[src/rtl/fetch_unit_pkg.sv]
// Shared CPU constants for the instruction fetch path: widths, reset address
// and fetch FSM state encodings.
package fetch_unit_pkg;
    localparam int ADDR_W  = 8;
    localparam int INSTR_W = 16;

    localparam logic [ADDR_W-1:0] RESET_PC_DEF = 8'h00;

    localparam logic [1:0] S_IDLE = 2'd0;
    localparam logic [1:0] S_HI   = 2'd1;
    localparam logic [1:0] S_LO   = 2'd2;
    localparam logic [1:0] S_HOLD = 2'd3;
endpackage

[src/rtl/fetch_unit_pc_adder.sv]
// Modulo-256 address incrementer: adds 1 or 2 to a byte address.
module pc_adder
    import fetch_unit_pkg::*;
(
    input  logic [ADDR_W-1:0] addr,
    input  logic              step2,
    output logic [ADDR_W-1:0] sum
);
    // Increment is 2'b10 or 2'b01; the carry out of bit 7 drops, giving the wrap.
    assign sum = addr + {{(ADDR_W-2){1'b0}}, step2, ~step2};
endmodule

[src/rtl/fetch_unit.sv]
// Two-byte instruction fetcher: reads high then low byte over a byte-wide
// memory port, presents the word to decode and holds it until accepted.
module fetch_unit
    import fetch_unit_pkg::*;
#(
    parameter logic [ADDR_W-1:0] RESET_PC = RESET_PC_DEF
) (
    input  logic               clk,
    input  logic               rst,
    input  logic [ADDR_W-1:0]  next_pc,
    input  logic               pc_load,
    output logic [ADDR_W-1:0]  mem_addr,
    output logic               mem_req,
    input  logic [7:0]         mem_rdata,
    input  logic               mem_ack,
    output logic [INSTR_W-1:0] instr,
    output logic [ADDR_W-1:0]  pc,
    output logic               instr_valid,
    input  logic               instr_ready
);
    logic [1:0]        state;
    logic [ADDR_W-1:0] fetch_pc;
    logic [7:0]        hi_byte;
    logic [ADDR_W-1:0] addr_p1;
    logic [ADDR_W-1:0] addr_p2;

    pc_adder u_inc1 (.addr(fetch_pc), .step2(1'b0), .sum(addr_p1));
    pc_adder u_inc2 (.addr(fetch_pc), .step2(1'b1), .sum(addr_p2));

    // Request lines depend only on registered state, so the address is stable
    // for the whole cycle while the memory is stalling.
    always_comb begin
        mem_req  = (state == S_HI) || (state == S_LO);
        mem_addr = (state == S_LO) ? addr_p1 : fetch_pc;
    end

    always_ff @(posedge clk or posedge rst) begin
        if (rst) begin
            state       <= S_IDLE;
            fetch_pc    <= RESET_PC;
            hi_byte     <= 8'h00;
            instr       <= '0;
            pc          <= '0;
            instr_valid <= 1'b0;
        end else if (pc_load) begin
            // Redirect wins over any completing access or handshake; a partial
            // or just-finished word is simply never presented.
            state       <= S_HI;
            fetch_pc    <= next_pc;
            instr_valid <= 1'b0;
        end else begin
            case (state)
                S_IDLE: state <= S_HI;
                S_HI: begin
                    if (mem_ack) begin
                        hi_byte <= mem_rdata;
                        state   <= S_LO;
                    end
                end
                S_LO: begin
                    if (mem_ack) begin
                        instr       <= {hi_byte, mem_rdata};
                        pc          <= fetch_pc;
                        fetch_pc    <= addr_p2;
                        instr_valid <= 1'b1;
                        state       <= S_HOLD;
                    end
                end
                S_HOLD: begin
                    if (instr_ready) begin
                        instr_valid <= 1'b0;
                        state       <= S_HI;
                    end
                end
                default: state <= S_IDLE;
            endcase
        end
    end
endmodule

[config.mk]
export PLATFORM = sky130hd
export DESIGN_NAME = fetch_unit
export DESIGN_NICKNAME = d
export VERILOG_FILES = /design/src/rtl/fetch_unit_pkg.sv /design/src/rtl/fetch_unit_pc_adder.sv /design/src/rtl/fetch_unit.sv
export SDC_FILE = /design/constraint.sdc
export NUM_CORES = 1
export LEC_CHECK = 0
export ABC_AREA = 1
export ABC_CLOCK_PERIOD_IN_PS = 2400
export CAP_MARGIN = 20
export CELL_PAD_IN_SITES_DETAIL_PLACEMENT = 0
export CELL_PAD_IN_SITES_GLOBAL_PLACEMENT = 1
export CORE_UTILIZATION = 37
export DETAILED_ROUTE_END_ITERATION = 16
export HOLD_SLACK_MARGIN = 0.03
export PLACE_DENSITY_LB_ADDON = 0.08
export SLEW_MARGIN = 0
export SYNTH_ARGS = -nofsm -noshare
export SYNTH_HDL_FRONTEND = slang
export SYNTH_SLANG_ARGS = --single-unit
[constraint.sdc]
create_clock -name clk -period 2.4 [get_ports clk]
set_input_delay 0.24 -clock clk [delete_from_list [all_inputs] [get_ports clk]]
set_output_delay 0.24 -clock clk [all_outputs]
set_load 0.1 [all_outputs]
* Word-level counts from Yosys, hierarchy flattened
Cells that the tools add are included.
** Cells by class
- Bitwise logic cells :: 1
- Equality and inequality tests :: 6
- Multiplexer cells :: 13
- Reductions and logical operators :: 10
- Add/subtract/negate cells :: 2
** Operators with widths (count)
- 8-bit 2-to-1 mux :: 4
- 3-bit AND reduction :: 4
- 3-bit inequality test, second input constant :: 3
- 8-bit by 1-bit adder with 8-bit output, second input constant :: 1
- 8-bit by 2-bit adder with 8-bit output, second input constant :: 1
- 2-bit 2-to-1 mux :: 4
- 2-bit one-hot mux with 4 select lines :: 1
- 2-bit == test, second input constant :: 2
- 2-bit nonzero test :: 2
- 1-bit 2-to-1 mux :: 3
- 3-bit nonzero test :: 1
- 2-bit by 1-bit == test with 1-bit output, second input constant :: 1
- 2-bit zero test :: 1
- 1-bit one-hot mux with 2 select lines :: 1
- 2-bit AND reduction :: 1
- 1-bit logical OR :: 1
- 1-bit NOT :: 1
** Word-level totals
- Bits of input ports :: 21
- Output and inout bits :: 34
- Register bits :: 43
- Logic and storage cells :: 38

* Depth between registers and ports, before layout
Gate-level depths: netlist (run 1).
- Depth after elaboration :: 4
- Depth in mapped cells :: 8
- Gate-level depth less buffers :: 7

* By module
Synthesis (run 1) repeated with hierarchy kept, for this count alone.
** Unflattened totals
- Cells, all modules :: 309
- Area, all modules :: 2367.3 um^2
** By module, submodules not included
- fetch_unit :: area each 1974.4 um^2, seq. area each 1076.0 um^2, cells each 233, times used 1
- pc_adder :: area each 196.4 um^2, seq. area each 0.0 um^2, cells each 38, times used 2

* Worst setup path after synthesis (run 1)
Ideal clock, no wire load.
- Kind :: flip-flop to output port
- From :: register state[0]
- To :: output port mem_addr[5]
- Data required time :: 2.160 ns
- Arrival :: 3.037 ns
- Path buffers :: 1
- Cell stages (with the launch flop) :: 6
- Path slack :: -0.877 ns
- Cells stage by stage :: dfrtp_1 inv_1 ha_1 buf_2 nand2_1 o21ai_0
** On the way
- Word-level cells in the longest chain between the ends :: 2
** RTL lines
- start: declaration :: line fetch_unit.sv:21 : logic [1:0] state;
- start signal: assignment :: line fetch_unit.sv:39 : state <= S_IDLE;
- start signal: assignment :: line fetch_unit.sv:48 : state <= S_HI;
- start signal: assignment :: line fetch_unit.sv:53 : S_IDLE: state <= S_HI;
- 2-bit == test :: line fetch_unit.sv:34 : mem_addr = (state == S_LO) ? addr_p1 : fetch_pc;
- 8-bit 2-to-1 mux :: line fetch_unit.sv:34
- end: declaration :: line fetch_unit.sv:12 : output logic [ADDR_W-1:0] mem_addr,
Every way passes these cells.

* Worst setup path after layout (run 1)
- From :: register state[0]
- To :: output port mem_addr[6]
The elaborated chain is that of the path after synthesis.

==> impl_results.md, run 1 <==
* Vias per cell at 4.58
* Yosys top cell area share at 54.0%
* Arrival time worst endpoint at around 2 ns
* I/O pin cnt at 55
* Full die area at 0.00568 mm²
* WL final at 4450 µm
* CP Launch Type: flop
* Hpwl dp at 3190 µm
* Number of buffers added on ports at 54
* Seq/Total Area, Yosys at 54.0%
* Rel. slew slack at 63.1%
* P&R area growth vs syn at 39.4%
* Post-DR wirelength/cell at ~12 µm
* Bufs on Longest Clock Path at 2
* First-pass GRT wire length at 7260 µm
* Final hold vios at 0
* Reg-to-reg slack, setup at 0.69 ns
* Clock-pin slew on the worst setup and hold paths at roughly 0.080 ns
* Final Wtd Congestion at around 0.8
* Syn Area/Cell at 8.55 µm²
* Setup violations, final at 0
* Synth Flop Type: dfrtp_1
* Rows at 26
* Min-delay worst type: input pin to asynchronous set/reset pin
* Adder and majority cell fraction of the synthesized area at under 10%
* Main combinational cell family by area after synthesis: simple AND/OR/NAND/NOR gates
* Post-Syn Area at 0.00199 mm²
* CTS Sinks at 43
* Status: finished, final reports clean
* Syn Nets at 260
* Buf/Inv on CP at 2
* Clk Latency, worst-skew pair at 0.30 ns
* Worst slew pin tran at 0.553 ns
* Iteration count of the initial detailed-routing pass at 4
* Final period util at 91.7%
* Initial Util at 38.8%
* Slowest stage delay, CP at 0.42 ns
* Mux cell area share after synthesis at 0%
* F_max at around 450 MHz
* Synth area leaders: dfrtp_1 (54%), nand2_1 (15%), o21ai_0 (7.0%)
* R2R cell count at 6
* CP endpoint kind: output pin
* Crit path depth at 7
* Synth cell types at 23
* Pin count of the biggest net entering global routing at 44
* Max cap viols at 0
* CP Max Fanout at 9
* Cell mode on critical path: nand2_1
* Setup crit start: state[0]
* End point of the critical path: mem_addr[6]
* CTS tree: yes
* Post-synthesis compound-gate area fraction at approximately an eighth
* Postcts setup bufs at 0
* Die H at 75.4 µm
* Count leader, synth: nand2_1
* Antenna diode count at 0
* Worst path cell trace: inv_1, ha_2, nand2_1, nor2_1, nand2_1, xor2_2, buf_12
* Worst Clk Skew at 0.00603 ns
* DR vias at between 1500 and 2000
* Die Wd at 75.4 µm
* CTS Buf Count at 5
* Number of flops mapped to enable cells by yosys at 0
* R2r startpoint: state[0]
* Vias in the first global route at 1495
* Nets at approximately 320
* Fillers at slightly above 500
* Ys Warns at 0
* Clk root buf: clkbuf_8
* Crit path max-delay family: simple AND/OR/NAND/NOR gates
* Gr usage total at 17.4%
* Final Slew Violations at 0
* H-tree levels at 2
* Worst setup path class: flop to output pin
* Initial antenna violation count at 0
* DRT antenna net count at 0
* RSZ-0062 raised after global routing: no
* Post-Synth XOR/XNOR Area at around 2.2%
* Synth Instances at 233
* Drt drc at 0
* Async set-reset flop share out of synthesis at 100%
* Critical-path top delay cell: dfrtp_1
* Initial DRC Count at 117
* Reg2reg end: pc[5]
* Hold Slack at 0.379 ns
* Register bit total from synthesis at 43
* Commonest cells in the netlist: nand2_1 (82), dfrtp_1 (43), o21ai_0 (28), inv_1 (23), nor2_1 (10)
* Share of cells above drive strength 1 at around 20%
* Largest area contributor in the netlist: dfrtp_1
* Worst EP required at 2.16 ns
* Core Area at between 0.005 and 0.006 mm²
* Congestion Overflow GR at 0
* Final Critical Period at 2.20 ns
* Post-synthesis simple-gate area fraction at 21.4%
==> metrics by stage <==
step           TNS (ns)  setup WS (ns)  util [%]  instances  instance area [µm²]
3_3_place_gp          0          0.457      51.4        353                 2640
2_1_floorplan    -0.122         -0.122         -        233                 2020
3_5_place_dp          0          0.397      51.4        353                 2640
4_1_cts               0         0.0658      54.0        361                 2780
6_report              0          0.199      54.0        361                 2780
5_1_grt               0         0.0509      54.0        361                 2780
==> layer usage <==
metal	track usage, %	share of wire (%)
met1	24.0	48
met5	0	0
met2	27.3	47
met3	4.89	4.3
met4	4.32	0.76
==> sequential cells by signal, summed over array words and instances, names as in the netlist <==
name,flops
hi_byte,8
instr,16
fetch_pc,8
state,2
instr_valid,1
pc,8
==> worst min-delay path, stage by stage <==
cell and delay, ns:
clkdlybuf4s50_1 0.40, clkinv_1 0.05, buf_4 0.45
==> cell usage in the layout, fill, tap and decap left out, drive strengths merged <==
master	Yosys	layout
xor2	5	5
clkdlybuf4s50	0	20
a22oi	3	3
clkbuf	0	6
a31oi	1	1
nand3	9	9
clkinv	0	1
o21ai	31	31
buf	7	37
bufinv	0	2
nand2	82	82
o21bai	1	1
inv	26	25
ha	6	6
dfrtp	43	43
nor2	12	12
a21oi	4	4
nand4	1	1
o211a	1	1
o21a	1	1
==> final cells by class <==
| cell class | instances | area (µm²) | area share [%] |
|---|---|---|---|
| well taps | 70 | 87.6 | 3.15 |
| clock buffers | 6 | 72.6 | 2.61 |
| inverters | 26 | 97.6 | 3.51 |
| flip-flops and latches | 43 | 1080 | 38.7 |
| repair buffers | 57 | 578 | 20.8 |
| clock inverters | 2 | 60.1 | 2.16 |
| multi-input cells | 157 | 806 | 29.0 |
==> how the worst min path moves through the flow <==
| stage | endpoint | slack [ns] | startpoint |
|---|---|---|---|
| floorplan | fetch_pc[0] | 0.36 | next_pc[0] |
| CTS | fetch_pc[7] | 0.40 | rst |
| global placement | instr[12] | 0.45 | hi_byte[4] |
| global route | instr[7] | 0.44 | rst |
| finish | instr[15] | 0.38 | rst |
| detailed placement | instr[11] | 0.46 | hi_byte[3] |
==> logic make-up (layout without fill, tap and decap cells) <==
| logic type | Yosys count | in the layout |
|---|---|---|
| buf+inv | 33 | 91 |
| simple gates | 104 | 104 |
| compound gates | 42 | 42 |
| flops | 43 | 43 |
| xor+xnor | 5 | 5 |
| fa+ha+maj | 6 | 6 |
==> what timing repair did <==
| item | in CTS | in global routing |
|---|---|---|
| hold buffers | 0 | 0 |
| setup endpoints to repair | 0 | 2 |
| gates resized for setup | 0 | 1 |
Power of run 1 is left out: the tool's default activity adds up to more than one toggle a clock period on the data nets, which glitch-free logic cannot reach.
==> run 2: changes to the inputs <==
--- a/config.mk
+++ b/config.mk
@@ -7,7 +7,6 @@
 export LEC_CHECK = 0
 export ABC_AREA = 1
 export ABC_CLOCK_PERIOD_IN_PS = 2400
-export CAP_MARGIN = 20
 export CELL_PAD_IN_SITES_DETAIL_PLACEMENT = 0
 export CELL_PAD_IN_SITES_GLOBAL_PLACEMENT = 1
 export CORE_UTILIZATION = 37
==> results of run 2 <==
Same layout as run 1: the final DEF is identical, and so are final timing and power.
Power of run 2 is left out for the same reason.
